`config.mk`:
```
export PLATFORM = sky130hd
export DESIGN_NAME = instr_fetch_unit
export DESIGN_NICKNAME = d
export VERILOG_FILES = /design/src/rtl/instr_fetch_unit.sv
export SDC_FILE = /design/constraint.sdc
export NUM_CORES = 1
export LEC_CHECK = 0
export ABC_AREA = 0
export BUFFER_PORTS_ARGS = -buffer_cell sky130_fd_sc_hd__buf_2
export CAP_MARGIN = 40
export CELL_PAD_IN_SITES_DETAIL_PLACEMENT = 0
export CELL_PAD_IN_SITES_GLOBAL_PLACEMENT = 1
export CORE_AREA = 2 2 139 127
export CTS_CLUSTER_DIAMETER = 60
export DETAILED_ROUTE_END_ITERATION = 10
export DIE_AREA = 0 0 141 129
export HOLD_SLACK_MARGIN = 0.02
export MAX_ROUTING_LAYER = met4
export PLACE_DENSITY_LB_ADDON = 0.1
export SYNTH_ARGS = -nofsm -noshare
export SYNTH_HDL_FRONTEND = slang
export SYNTH_SLANG_ARGS = --single-unit
```
`constraint.sdc`:
```
create_clock -name clk -period 10.2 [get_ports clk]
set_clock_uncertainty 0.15 [all_clocks]
set_input_delay 0.51 -clock clk [delete_from_list [all_inputs] [get_ports clk]]
set_output_delay 0.51 -clock clk [all_outputs]
set_load 0.03 [all_outputs]
```
`src/rtl/instr_fetch_unit.sv`:
```
// Instruction fetch stage: PC, one outstanding imem request, small decode FIFO.
// Optional macro IFU_MISALIGN_TRAP_EN adds fetch_misalign and a sticky HALT state.
module instr_fetch_unit #(
    parameter int unsigned     XLEN      = 32,
    parameter logic [XLEN-1:0] RESET_PC  = '0,
    parameter int unsigned     BUF_DEPTH = 2
) (
    input  logic            clk,
    input  logic            rst,
    output logic            imem_req,
    output logic [XLEN-1:0] imem_addr,
    input  logic            imem_rvalid,
    input  logic [31:0]     imem_rdata,
    input  logic            redirect_en,
    input  logic [XLEN-1:0] redirect_pc,
    output logic            inst_valid,
    input  logic            inst_ready,
    output logic [31:0]     inst,
    output logic [XLEN-1:0] inst_pc,
    output logic [6:0]      opcode,
    output logic [2:0]      funct3,
    output logic [6:0]      funct7
`ifdef IFU_MISALIGN_TRAP_EN
    ,
    output logic            fetch_misalign
`endif
);

    localparam int unsigned PTR_W = (BUF_DEPTH > 1) ? $clog2(BUF_DEPTH) : 1;
    localparam int unsigned CNT_W = PTR_W + 1;

    typedef enum logic [1:0] {
        StReq,
        StWait,
        StDrop
`ifdef IFU_MISALIGN_TRAP_EN
        ,
        StHalt
`endif
    } state_e;

    state_e           state;
    logic [XLEN-1:0]  pc;
    logic [CNT_W-1:0] count;
    logic [PTR_W-1:0] rd_ptr;
    logic [PTR_W-1:0] wr_ptr;
    logic [XLEN+31:0] fifo_mem [BUF_DEPTH];
    logic             redirect_take;
    logic [XLEN-1:0]  redirect_target;
    logic             push;
    logic             pop;

    assign imem_req   = (state == StReq) && (count < CNT_W'(BUF_DEPTH)) && !rst;
    assign imem_addr  = pc;
    assign inst_valid = (count != '0);
    assign {inst_pc, inst} = fifo_mem[rd_ptr];
    assign opcode     = inst[6:0];
    assign funct3     = inst[14:12];
    assign funct7     = inst[31:25];

`ifdef IFU_MISALIGN_TRAP_EN
    logic redirect_bad;
    assign redirect_take = redirect_en && (state != StHalt);
    assign redirect_bad  = (redirect_pc[1:0] != 2'b00);
`else
    assign redirect_take = redirect_en;
`endif
    assign redirect_target = {redirect_pc[XLEN-1:2], 2'b00};

    // A redirect cancels any same-cycle push or pop.
    assign push = (state == StWait) && imem_rvalid && !redirect_take;
    assign pop  = inst_valid && inst_ready && !redirect_take;

    always_ff @(posedge clk) begin
        if (rst) begin
            state  <= StReq;
            pc     <= RESET_PC;
            count  <= '0;
            rd_ptr <= '0;
            wr_ptr <= '0;
`ifdef IFU_MISALIGN_TRAP_EN
            fetch_misalign <= 1'b0;
`endif
        end else if (redirect_take) begin
            count  <= '0;
            rd_ptr <= '0;
            wr_ptr <= '0;
`ifdef IFU_MISALIGN_TRAP_EN
            if (redirect_bad) begin
                state          <= StHalt;
                fetch_misalign <= 1'b1;
            end else
`endif
            begin
                pc <= redirect_target;
                // An issued or in-flight request must be drained before refetching.
                case (state)
                    StReq:   state <= imem_req ? StDrop : StReq;
                    default: state <= imem_rvalid ? StReq : StDrop;
                endcase
            end
        end else begin
            case (state)
                StReq: begin
                    if (imem_req) state <= StWait;
                end
                StWait: begin
                    if (imem_rvalid) begin
                        state <= StReq;
                        pc    <= pc + XLEN'(4);
                    end
                end
                StDrop: begin
                    if (imem_rvalid) state <= StReq;
                end
                default: state <= state;
            endcase
            if (push) wr_ptr <= wr_ptr + PTR_W'(1);
            if (pop) rd_ptr <= rd_ptr + PTR_W'(1);
            if (push && !pop) begin
                count <= count + CNT_W'(1);
            end else if (pop && !push) begin
                count <= count - CNT_W'(1);
            end
        end
    end

    always_ff @(posedge clk) begin
        if (push && !rst) fifo_mem[wr_ptr] <= {pc, imem_rdata};
    end

endmodule

```
# [Word-level counts from Yosys, hierarchy flattened]
# Memories as Yosys holds them, arrays and structs flattened. A register that Yosys moved wholly into a read port is not among the register bits.
# Index checks and enable logic that the tools add are counted.
[word_totals] ramBits=128 memories=1 ff_bits=38 out_inout_bits=115
[memory_table] memory="fifo_mem" words=2 width=64 read_ports=1 rd_ports_with_merged_regs=1 write_ports=1 line="47" source="logic [XLEN+31:0] fifo_mem [BUF_DEPTH];"
[classes] muxes=16 n_reduce_logical=24 eq_ne=4 magnitude_cmp=1 addsub=5
[op_table] cell="32-bit two-way mux" n=3
[op_table] cell="32-bit by 3-bit adder with 32-bit output, second input constant" n=1
[op_table] cell="2-bit two-way mux" n=8
[op_table] cell="1-bit logical AND" n=9
[op_table] cell="2-bit nonzero test" n=4
[op_table] cell="1-bit zero test" n=4
[op_table] cell="1-bit two-way mux" n=4
[op_table] cell="2-bit one-hot mux with 2 select lines" n=1
[op_table] cell="2-bit AND reduction" n=2
[op_table] cell="2-bit OR reduction" n=2
[op_table] cell="3-bit by 1-bit inequality test with 1-bit output, second input constant" n=1
[op_table] cell="3-bit inequality test, second input constant" n=1
[op_table] cell="3-bit AND reduction" n=1
[op_table] cell="3-bit nonzero test" n=1
[op_table] cell="1-bit adder, second input constant" n=2
[op_table] cell="2-bit by 1-bit adder with 2-bit output, second input constant" n=1
[op_table] cell="2-bit by 1-bit equality test with 1-bit output, second input constant" n=1
[op_table] cell="2-bit equality test, second input constant" n=1
[op_table] cell="2-bit zero test" n=1
[op_table] cell="2-bit < comparator, second input constant" n=1
[op_table] cell="2-bit by 1-bit subtractor with 2-bit output, second input constant" n=1

# [Logic depth before layout (Yosys ltp)]
# Gate-level depths: netlist of the first run.
[logic_depth] depth_word=7 depth_mapped=10

# [Worst setup path before layout of the first run]
# No wires, ideal clock.
[synth_path] path_type="input port to flip-flop" from="in redirect_en" to="mem fifo_mem[0][0] (netlist name) (enable)" arrival_ps=7037 path_slack_ps=2378 cell_stages=4 cell_sequence="buf_6 clkbuf_1 clkbuf_1 nor4_1"
[synth_via] elab_chain_cells=5
[synth_rtl] element="from (decl)" line="14" source="input logic redirect_en,"
[synth_rtl] element="1-bit zero test" line="71" source="assign push = (state == StWait) && imem_rvalid && !redirect_take;"
[synth_rtl] element="1-bit logical AND" line="71"
[synth_rtl] element="1-bit logical AND" line="129" source="if (push && !rst) fifo_mem[wr_ptr] <= {pc, imem_rdata};"
[synth_rtl] element="1-bit two-way mux" line="129"
[synth_rtl] element="1-bit two-way mux (implied by the code)" line="129"
[synth_rtl] element="to (decl)" line="47"
# Every way passes these cells.

# [Worst setup path in the final report of the first run]
[layout_path] from="reg state[1]" to="reg pc[21] (netlist: imem_addr[21])"
[layout_via] elab_chain_cells=3
[layout_rtl] element="from (decl)" line="42" source="state_e state;"
[layout_rtl] element="from (signal assigned)" line="76" source="state <= StReq;"
[layout_rtl] element="from (signal assigned)" line="98" source="StReq: state <= imem_req ? StDrop : StReq;"
[layout_rtl] element="from (signal assigned)" line="99" source="default: state <= imem_rvalid ? StReq : StDrop;"
[layout_rtl] element="2-bit by 1-bit equality test with 1-bit output" line="103" source="case (state)"
[layout_rtl] element="2-bit nonzero test (no source line)"
[layout_rtl] element="2-bit AND reduction (no source line)"
[layout_rtl] element="to (signal assigned)" line="95" source="pc <= redirect_target;"
[layout_rtl] element="to (signal assigned)" line="110" source="pc <= pc + XLEN'(4);"
[layout_rtl] element="to (decl)" line="43" source="logic [XLEN-1:0] pc;"
# Every way passes these cells.
# A chain may end at the register's enable or synchronous reset.

==> results.py, run 1 <==
metrics = {
    "worst_hold_path": {
        "hp-class": "input port to register",
        "hold_depth": 1,
    },
    "worst_setup_path": {
        "cp_slowest_cell": "or4_1",
        "cp_max_fo": 9,
        "r2r_end": "imem_addr[21]$_SDFFE_PP0P_",
        "cpPeakStageDelay_ns": 0.70,
        "crit_arrival_ns": 2.77,
        "worstRegToRegCells": 6,
        "path_depth": 6,
        "critPathBufInv": 1,
        "cp-start-kind": "register",
        "cp_cell_sequence": "inv_1 -> ha_1 -> nand4_4 -> or4_1 -> or3_1 -> a2111oi_1",
        "path_delay_family": "simple AND/OR/NAND/NOR gates",
        "path_class": "register to register",
        "crit_start": "state[1]$_SDFFE_PP0P_",
        "ff2ff_setup_slack_ns": 7.59,
        "rr_startpoint": "state[1]$_SDFFE_PP0P_",
        "end_kind": "register",
        "critPathRequiredTime_ns": 10.36,
        "cp-endpoint": "imem_addr[21]$_SDFFE_PP0P_",
    },
    "timing": {
        "slew_viol_final": 0,
        "fin_crit_ns": 2.606,
        "worstMarginPinSlew_ns": 0.8954,
        "finalSetupTns_ns": 0,
        "final-hold-violation-count": 0,
        "fin_crit_sh": 0.2555,
        "rsz0062_at_grt": "false",
        "clock.fmax_mhz": 383.7,
        "slew_headroom": 0.3976,
        "setup_viol": 0,
    },
    "floorplan": {
        "rows": 45,
        "io_pins": 184,
        "die_area_um2": 18190,
        "initial_utilization": 0.4125,
        "die_x_um": 141,
        "fp.dieH_um": 129,
        "core_um2": 16720,
    },
    "final_layout": {
        "final_common_cell": "buf_2",
        "n_antenna_cell": 0,
        "area.growth.synth_to_final_pct": 23.20,
        "multiInputGateArea_um2": 2140,
        "post-route-util": 0.5082,
        "regArea_um2": 4468,
        "mostFrequentLayoutCells": "buf_2, edfxtp_1, mux2_2",
        "drive_gt1_frac": 0.4318,
        "layout.cells.non_filler": 878,
        "fill_cells": 1506,
        "fin_nets": 728,
    },
    "drt": {
        "drt_iter0_drc": 302,
        "route.detailed.drc": 0,
        "wire_per_inst_um": 17.88,
        "vias": 4636,
        "ant_nets": 0,
        "drtPass1Iterations": 4,
        "vias_per_cell": 5.280,
        "wl_mm": 15.70,
    },
    "clock_tree": {
        "cts_setup_buffers": 0,
        "cts_made_buffers": 17,
        "path_clk_slew_ns": 0.07,
        "clock_path_buffers": 2,
        "h-tree-depth": 4,
        "cts_sinks": 161,
        "tritoncts": "built",
        "clk_latency_ns": 0.42,
        "clockRootBuffer": "clkbuf_16",
        "cts_resized": 0,
        "holdBufCountCts": 0,
    },
    "synthesis": {
        "async_flop_share": 0,
        "synth_top_area_cell": "edfxtp_1",
        "synth_ff_type": "edfxtp_1",
        "synthSimpleGateAreaFrac": 0.1155,
        "synth.cell_area_um2": 6898,
        "ys_seq_elements": 161,
        "yosys.area_share.adder": 0.007256,
        "synth_xor_area_frac": 0.02032,
        "synth_edf_count": 124,
        "synthMuxAreaShare": 0.1012,
        "synth-compound-area-share": 0.06240,
        "yosysUniqueCellTypes": 55,
        "synth_area_leaders": "edfxtp_1, dfxtp_1, mux2_2",
        "synth-warning-count": 0,
        "synth-seq-area-share": 0.6472,
        "avgSynthCellArea_um2": 13.88,
        "synthCells": 497,
        "synth_top_area_frac": 0.5398,
        "synth_top_family_by_area": "simple AND/OR/NAND/NOR gates",
    },
    "place": {
        "port_buffers": 177,
        "dp_hpwl_mm": 10.49,
        "place_congestion": 0.8018,
        "placed_cells": 847,
    },
    "power": {
        "pwr-share-comb": 0.060,
        "netSwitchingPower_mw": 0.3519,
        "swShare": 0.2317,
        "p_per_area_nw_per_um2": 178.7,
        "total_power_mw": 1.519,
        "seq_power_share": 0.484,
        "irDropWorstVdd_mv": 0.1158,
        "p_int_mw": 1.167,
        "clkPwrFrac": 0.456,
        "p_leak_nw": 3.135,
    },
    "run": {
        "drv_cap": 0,
    },
    "outcome": {
        "run_status": "finished clean",
    },
    "global_routing": {
        "grt_pass1_wl_mm": 23.88,
        "antenna_found_initial": 0,
        "grt_max_degree": 57,
        "grt_pass1_vias": 4454,
        "gr-total-overflow": 0,
        "grt_use_total": 0.1777,
    },
}
-- cell type report --
class | count | area share
Sequential cell | 161 | 0.5258
Multi-Input combinational cell | 284 | 0.2518
Timing Repair Buffer | 181 | 0.1116
Clock buffer | 17 | 0.05006
Tap cell | 211 | 0.03107
Clock inverter | 14 | 0.02532
Inverter | 10 | 0.004417
-- Yosys cell counts, types with 2 or more instances --
cell      count
a211oi_1     11
a21oi_1       3
a311oi_1      9
and2_1        3
and3_1        8
and4_1        2
buf_4        22
buf_6         2
clkbuf_1     19
dfxtp_1      37
edfxtp_1    124
ha_1          4
inv_1         9
mux2_2       62
nand2_1      26
nand3_1      15
nand4_1      10
nor2_1       25
nor2b_1       2
nor3_1        8
nor4_1       10
o2111a_1      2
o211ai_1      3
o21ai_0       7
o311a_1       2
o31ai_1       8
or2_2         3
or3_1         8
or4_1        13
xnor2_1       6
xor2_1       10
-- cells by family (layout without fill, tap and decap cells) --
group,Yosys count,in the layout
AO/OA/AOI/OAI,55,55
XOR/XNOR,16,16
adder cells (fa/ha/maj),4,4
buffers and inverters,55,222
flip-flops,161,161
multiplexers,62,62
other,1,4
AND/OR/NAND/NOR,143,143
-- worst min-delay path by stage --
| stage | startpoint | endpoint | slack, ns |
|---|---|---|---|
| final | imem_rdata[26] | fifo_mem[0][26]$_DFFE_PP_ | 0.12 |
| after global routing | imem_rdata[27] | fifo_mem[1][27]$_DFFE_PP_ | 0.10 |
| after CTS | imem_rdata[11] | fifo_mem[0][11]$_DFFE_PP_ | 0.10 |
| after detailed placement | imem_addr[31]$_SDFFE_PP0P_ | fifo_mem[0][63]$_DFFE_PP_ | 0.34 |
| after global placement | state[0]$_SDFFE_PP0P_ | state[0]$_SDFFE_PP0P_ | 0.34 |
| after floorplan | state[0]$_SDFFE_PP0P_ | state[0]$_SDFFE_PP0P_ | 0.32 |
-- stage by stage --
step	hold WS (ns)	area, um2	worst slack (ns)
2_1_floorplan	0.3205	6909	2.378
3_5_place_dp	0.3390	7858	7.453
6_report	0.1204	8498	7.594
3_3_place_gp	0.3353	7810	7.492
4_1_cts	0.1023	8498	7.563
5_1_grt	0.1034	8498	7.410
-- power groups by stage --
stage | logic [mW] | registers (mW) | clock network (mW)
6_report | 0.0910 | 0.735 | 0.692
5_1_grt | 0.0993 | 0.738 | 0.731
4_1_cts | 0.0919 | 0.735 | 0.707
3_5_place_dp | 0.0916 | 0.750 | 0
3_3_place_gp | 0.0887 | 0.750 | 0
2_1_floorplan | 0.0450 | 0.760 | 0
-- per-layer routing --
| layer | vias up | routed length [um] | track usage |
|---|---|---|---|
| met5 | - | 0 | - |
| met4 | 0 | 239 | 0.06235 |
| met3 | 16 | 719 | 0.03759 |
| met2 | 126 | 7603 | 0.2887 |
| met1 | 2278 | 7134 | 0.2228 |
| li1 | 2216 | - | - |
-- state kept, by name (all words and copies together), names as in the netlist, named ones only --
| register | count |
|---|---|
| fifo_mem | 124 |
| wr_ptr | 1 |
| rd_ptr | 1 |
| state | 2 |
| count | 2 |
| imem_addr | 30 |
(Power assumes the default switching activity.)
==> run 2: changes to the inputs <==
--- a/config.mk
+++ b/config.mk
@@ -10,10 +10,10 @@
 export CAP_MARGIN = 40
 export CELL_PAD_IN_SITES_DETAIL_PLACEMENT = 0
 export CELL_PAD_IN_SITES_GLOBAL_PLACEMENT = 1
-export CORE_AREA = 2 2 139 127
+export CORE_AREA = 2 2 146 133
 export CTS_CLUSTER_DIAMETER = 60
 export DETAILED_ROUTE_END_ITERATION = 10
-export DIE_AREA = 0 0 141 129
+export DIE_AREA = 0 0 148 135
 export HOLD_SLACK_MARGIN = 0.02
 export MAX_ROUTING_LAYER = met4
 export PLACE_DENSITY_LB_ADDON = 0.1
==> constraint.sdc (replaced) <==
create_clock -name clk -period 2.3 [get_ports clk]
set_clock_uncertainty 0.15 [all_clocks]
set_input_delay 0.115 -clock clk [delete_from_list [all_inputs] [get_ports clk]]
set_output_delay 0.115 -clock clk [all_outputs]
set_load 0.03 [all_outputs]
==> run 2 against run 1 <==
Worst setup slack worse by 7.5 ns; worst hold slack worse by 0.057 ns; critical path depth stayed put; sequential power grew to 4.4 times the previous value; sequential share of layout area is 5.5 points lower; first-iteration DRC count is 17% lower; global-route usage is 0.16 points lower; routed wire length is 7.5% higher; flip-flop and latch count stayed put; critical path type unchanged; largest cell class unchanged.
==> results.py, run 2 (synthesis gave the netlist of run 1 again) <==
metrics = {
    "global_routing": {
        "grt_use_total": 0.1761,
        "grt_pass1_vias": 5016,
        "grt_pass1_wl_mm": 26.62,
        "grt_max_degree": 33,
        "antenna_found_initial": 0,
        "gr-total-overflow": 0,
    },
    "worst_setup_path": {
        "critPathRequiredTime_ns": 2.48,
        "cp_max_fo": 6,
        "cp_common_cell": "or4_4",
        "path_class": "register to register",
        "critPathBufInv": 1,
        "cpPeakStageDelay_ns": 0.54,
        "path_delay_family": "simple AND/OR/NAND/NOR gates",
        "cp_cell_sequence": "inv_2 -> ha_4 -> nand4_4 -> or4_4 -> or4_4 -> a311oi_2",
        "cp-start-kind": "register",
        "cp_slowest_cell": "or4_4",
        "end_kind": "register",
        "crit_arrival_ns": 2.40,
    },
    "final_layout": {
        "drive_gt1_frac": 0.4413,
        "fin_nets": 826,
        "largest_reg_flops": 124,
        "layout.cells.non_filler": 1011,
        "mostFrequentLayoutCells": "buf_2, edfxtp_1, dlygate4sd3_1",
        "area.growth.synth_to_final_pct": 37.82,
        "multiInputGateArea_um2": 2195,
        "regArea_um2": 4479,
        "final_common_cell": "buf_2",
        "n_antenna_cell": 0,
        "top_register": "fifo_mem",
        "post-route-util": 0.5181,
        "fill_cells": 1639,
    },
    "clock_tree": {
        "path_clk_slew_ns": 0.07,
        "clock_path_buffers": 2,
        "clk_latency_ns": 0.42,
        "cts_made_buffers": 17,
        "cts_sinks": 161,
        "h-tree-depth": 4,
        "tritoncts": "built",
        "clockRootBuffer": "clkbuf_16",
    },
    "power": {
        "irDropWorstVdd_mv": 0.5339,
        "p_per_area_nw_per_um2": 702.6,
        "p_leak_nw": 3.579,
    },
    "timing": {
        "slew_viol_final": 0,
        "slew_headroom": 0.6554,
        "clock.fmax_mhz": 449.3,
        "fin_crit_sh": 0.9677,
        "fin_crit_ns": 2.226,
        "fin_ws_ns": 0.07432,
        "worstMarginPinSlew_ns": 0.5158,
        "final-hold-violation-count": 0,
        "setup_viol": 0,
        "finalSetupTns_ns": 0,
    },
    "drt": {
        "vias_per_cell": 4.959,
        "route.detailed.drc": 0,
        "drtPass1Iterations": 4,
        "vias": 5014,
        "drt_iter0_drc": 252,
        "wl_mm": 16.88,
        "wire_per_inst_um": 16.70,
        "ant_nets": 0,
    },
    "worst_hold_path": {
        "hp-class": "input port to register",
    },
    "floorplan": {
        "initial_utilization": 0.3760,
        "rows": 47,
        "core_um2": 18350,
        "io_pins": 184,
        "die_area_um2": 19980,
        "fp.dieH_um": 135,
        "die_x_um": 148,
    },
    "outcome": {
        "run_status": "finished clean",
    },
    "place": {
        "place_congestion": 0.8092,
        "port_buffers": 177,
        "dp_hpwl_mm": 11.61,
        "placed_cells": 914,
        "preCtsSetupSlack_ns": -0.005463,
    },
    "run": {
        "drv_cap": 0,
    },
}
-- run 2: stage by stage --
step	power, mW	instance area [um2]	hold slack (ns)
finish	6.679	9507	0.06326
global route	6.908	9507	0.1055
CTS	6.754	9479	0.05002
detailed placement	3.790	8225	0.1562
global placement	3.781	8225	0.1522
floorplan	3.577	6963	0.06387
-- run 2: path summary, 6_finish.rpt --
kind	from	end	slack [ns]	cells after the start
worst max register to register	state[1]$_SDFFE_PP0P_	imem_addr[30]$_SDFFE_PP0P_	0.07	6
worst min register to register	state[0]$_SDFFE_PP0P_	state[0]$_SDFFE_PP0P_	0.36	2
worst max-delay path	state[1]$_SDFFE_PP0P_	imem_addr[30]$_SDFFE_PP0P_	0.07	6
worst min-delay path	rst	imem_addr[21]$_SDFFE_PP0P_	0.06	2
-- run 2: repair_timing --
action	4_1_cts	5_1_grt
gates resized for setup	1	6
hold buffers	65	0
hold endpoints to repair	98	0
buffers inserted	0	0
setup endpoints to repair	1	3
-- run 2: area by class of cell --
class	count	share of cell area
Multi-Input combinational cell	284	0.2308
Tap cell	245	0.03225
Inverter	10	0.003948
Clock inverter	14	0.01790
Sequential cell	161	0.4712
Clock buffer	18	0.04514
Timing Repair Buffer	279	0.1987
-- run 2: where the power goes --
part / internal [mW] / switching [mW]
logic: 0.254 / 0.332
registers: 3.18 / 0.0476
clock network: 1.64 / 1.22
total: 5.08 / 1.60
-- run 2: per-layer routing --
layer / GRT usage / wire [um]
met1: 0.2204 / 7607
met2: 0.2906 / 8188
met3: 0.04122 / 904
met4: 0.04497 / 181
met5: - / 0
==> run 3: changes to the inputs <==
--- a/config.mk
+++ b/config.mk
@@ -14,6 +14,7 @@
 export CTS_CLUSTER_DIAMETER = 60
 export DETAILED_ROUTE_END_ITERATION = 10
 export DIE_AREA = 0 0 148 135
+export GPL_TIMING_DRIVEN = 0
 export HOLD_SLACK_MARGIN = 0.02
 export MAX_ROUTING_LAYER = met4
 export PLACE_DENSITY_LB_ADDON = 0.1
==> run 3 against run 2 <==
Fmax about the same; utilization up 0.71 points; worst setup slack worse by 0.0017 ns; clock-buffer cell count decreased by 1; critical path depth is the same; clock power shrank 2%; first-iteration DRC count down 6.7%; sequential share of layout area down 0.52 points; critical endpoint is now imem_addr[25]$_SDFFE_PP0P_.
==> results.py, run 3 (synthesis gave the netlist of run 1 again) <==
metrics = {
    "timing": {
        "hold_ws_ns": 0.04246,
        "fin_crit_ns": 2.227,
        "fin_crit_sh": 0.9684,
        "slew_headroom": 0.5751,
        "clock.fmax_mhz": 449.0,
        "final-hold-violation-count": 0,
        "setup_viol": 0,
        "fin_ws_ns": 0.07262,
        "worstMarginPinSlew_ns": 0.6373,
        "slew_viol_final": 0,
        "rsz0062_at_grt": "true",
    },
    "clock_tree": {
        "clk_latency_ns": 0.42,
        "h-tree-depth": 4,
        "cts_made_buffers": 17,
        "path_clk_slew_ns": 0.07,
        "clock_path_buffers": 2,
        "cts_sinks": 161,
        "tritoncts": "built",
        "clockRootBuffer": "clkbuf_16",
    },
    "worst_setup_path": {
        "cp_slowest_cell": "or4_4",
        "cp_max_fo": 9,
        "cpPeakStageDelay_ns": 0.62,
        "cp_cell_sequence": "inv_2 -> ha_4 -> nand4_4 -> or4_4 -> or4_1 -> o2111a_1",
        "end_kind": "register",
        "crit_arrival_ns": 2.40,
        "cp-start-kind": "register",
        "critPathBufInv": 1,
        "critPathRequiredTime_ns": 2.47,
        "path_class": "register to register",
        "path_delay_family": "simple AND/OR/NAND/NOR gates",
    },
    "drt": {
        "vias_per_cell": 4.883,
        "drt_iter0_drc": 235,
        "vias": 5044,
        "wl_mm": 17.93,
        "drtPass1Iterations": 4,
        "wire_per_inst_um": 17.36,
        "ant_nets": 0,
        "route.detailed.drc": 0,
    },
    "place": {
        "preCtsSetupSlack_ns": -0.4876,
        "place_congestion": 0.8396,
        "port_buffers": 177,
        "dpl-instance-area_um2": 8247,
        "dp_hpwl_mm": 12.25,
    },
    "final_layout": {
        "post-route-util": 0.5252,
        "drive_gt1_frac": 0.4467,
        "fin_area_um2": 9637,
        "top_register": "fifo_mem",
        "fill_cells": 1680,
        "regArea_um2": 4491,
        "n_antenna_cell": 0,
        "multiInputGateArea_um2": 2233,
        "final_common_cell": "buf_2",
        "area.growth.synth_to_final_pct": 39.71,
        "fin_nets": 848,
        "largest_reg_flops": 124,
        "mostFrequentLayoutCells": "buf_2, edfxtp_1, dlygate4sd3_1",
    },
    "global_routing": {
        "grt_max_degree": 36,
        "grt_use_total": 0.1856,
        "grt_pass1_wl_mm": 27.62,
        "grt_pass1_vias": 5099,
        "gr-total-overflow": 0,
        "antenna_found_initial": 0,
    },
    "outcome": {
        "run_status": "finished clean",
    },
    "floorplan": {
        "core_um2": 18350,
        "die_x_um": 148,
        "rows": 47,
        "fp.dieH_um": 135,
        "io_pins": 184,
        "initial_utilization": 0.3760,
        "die_area_um2": 19980,
    },
    "power": {
        "p_leak_nw": 3.630,
        "p_per_area_nw_per_um2": 686.9,
        "irDropWorstVdd_mv": 0.4684,
    },
    "worst_hold_path": {
        "hp-class": "input port to register",
    },
    "run": {
        "drv_cap": 0,
    },
}
## run 3: cell count changes in the layout (fill, tap and decap cells not counted), moves of 3 or more
cell | before | now
clkbuf_1 | 1 | 10
buf_6 | 0 | 7
dfxtp_1 | 27 | 20
dfxtp_2 | 9 | 15
buf_12 | 6 | 1
clkbuf_2 | 0 | 5
buf_4 | 31 | 28
clkinv_4 | 4 | 1
clkinvlp_4 | 0 | 3
dlygate4sd3_1 | 65 | 68
## run 3: repair_timing
| action | 4_1_cts | 5_1_grt |
|---|---|---|
| pin swaps | 2 | 5 |
| resized for setup | 13 | 16 |
| hold endpoints to repair | 98 | 0 |
| endpoints found under the setup margin | 140 | 15 |
| hold buffers | 68 | 0 |
| cloned | 1 | 0 |
| buffers inserted | 4 | 2 |
## run 3: power breakdown
part	leakage [nW]	internal, mW	total [mW]	switching [mW]
Combinational	1.92	0.246	0.547	0.301
Clock	0.277	1.61	2.80	1.19
Sequential	1.43	3.18	3.27	0.0882
## run 3: worst paths after layout
check,from,end,slack (ns),depth (start not counted)
setup / recovery,state[1]$_SDFFE_PP0P_,imem_addr[25]$_SDFFE_PP0P_,0.07,6
hold / removal,redirect_en,imem_addr[20]$_SDFFE_PP0P_,0.04,4
setup reg to reg,state[1]$_SDFFE_PP0P_,imem_addr[25]$_SDFFE_PP0P_,0.07,6
hold reg to reg,state[0]$_SDFFE_PP0P_,state[0]$_SDFFE_PP0P_,0.35,2
## run 3: worst reg2reg max path, stage by stage (launching register included)
cell	delay, ns
dfxtp_2	0.33
inv_2	0.08
ha_4	0.17
nand4_4	0.13
or4_4	0.62
or4_1	0.52
o2111a_1	0.12
## run 3: area by class of cell
class	instances	share of cell area
Sequential cell	161	0.4660
Multi-Input combinational cell	285	0.2318
Timing Repair Buffer	258	0.1767
Clock buffer	17	0.04414
Tap cell	245	0.03181
Buffer	42	0.02947
Clock inverter	15	0.01623
Inverter	10	0.003895
## run 3: metrics by stage
step                      cells    TNS, ns  total power [mW]
after global placement      922    -177.53             3.762
final                      1033          0             6.620
after detailed placement    929     -16.39             3.776
after CTS                  1032  -0.001791             6.672
after global routing       1033   -0.01525             6.839
after floorplan             500     -68.65             3.577
## run 3: per-layer routing
layer | up-vias | GRT usage | wire length, um | part of all wire
li1 | 2464 | - | - | -
met1 | 2435 | 0.2396 | 8321 | 0.46
met2 | 131 | 0.2971 | 8489 | 0.47
met3 | 14 | 0.03784 | 867 | 0.048
met4 | 0 | 0.05714 | 254 | 0.014
met5 | - | - | 0 | 0
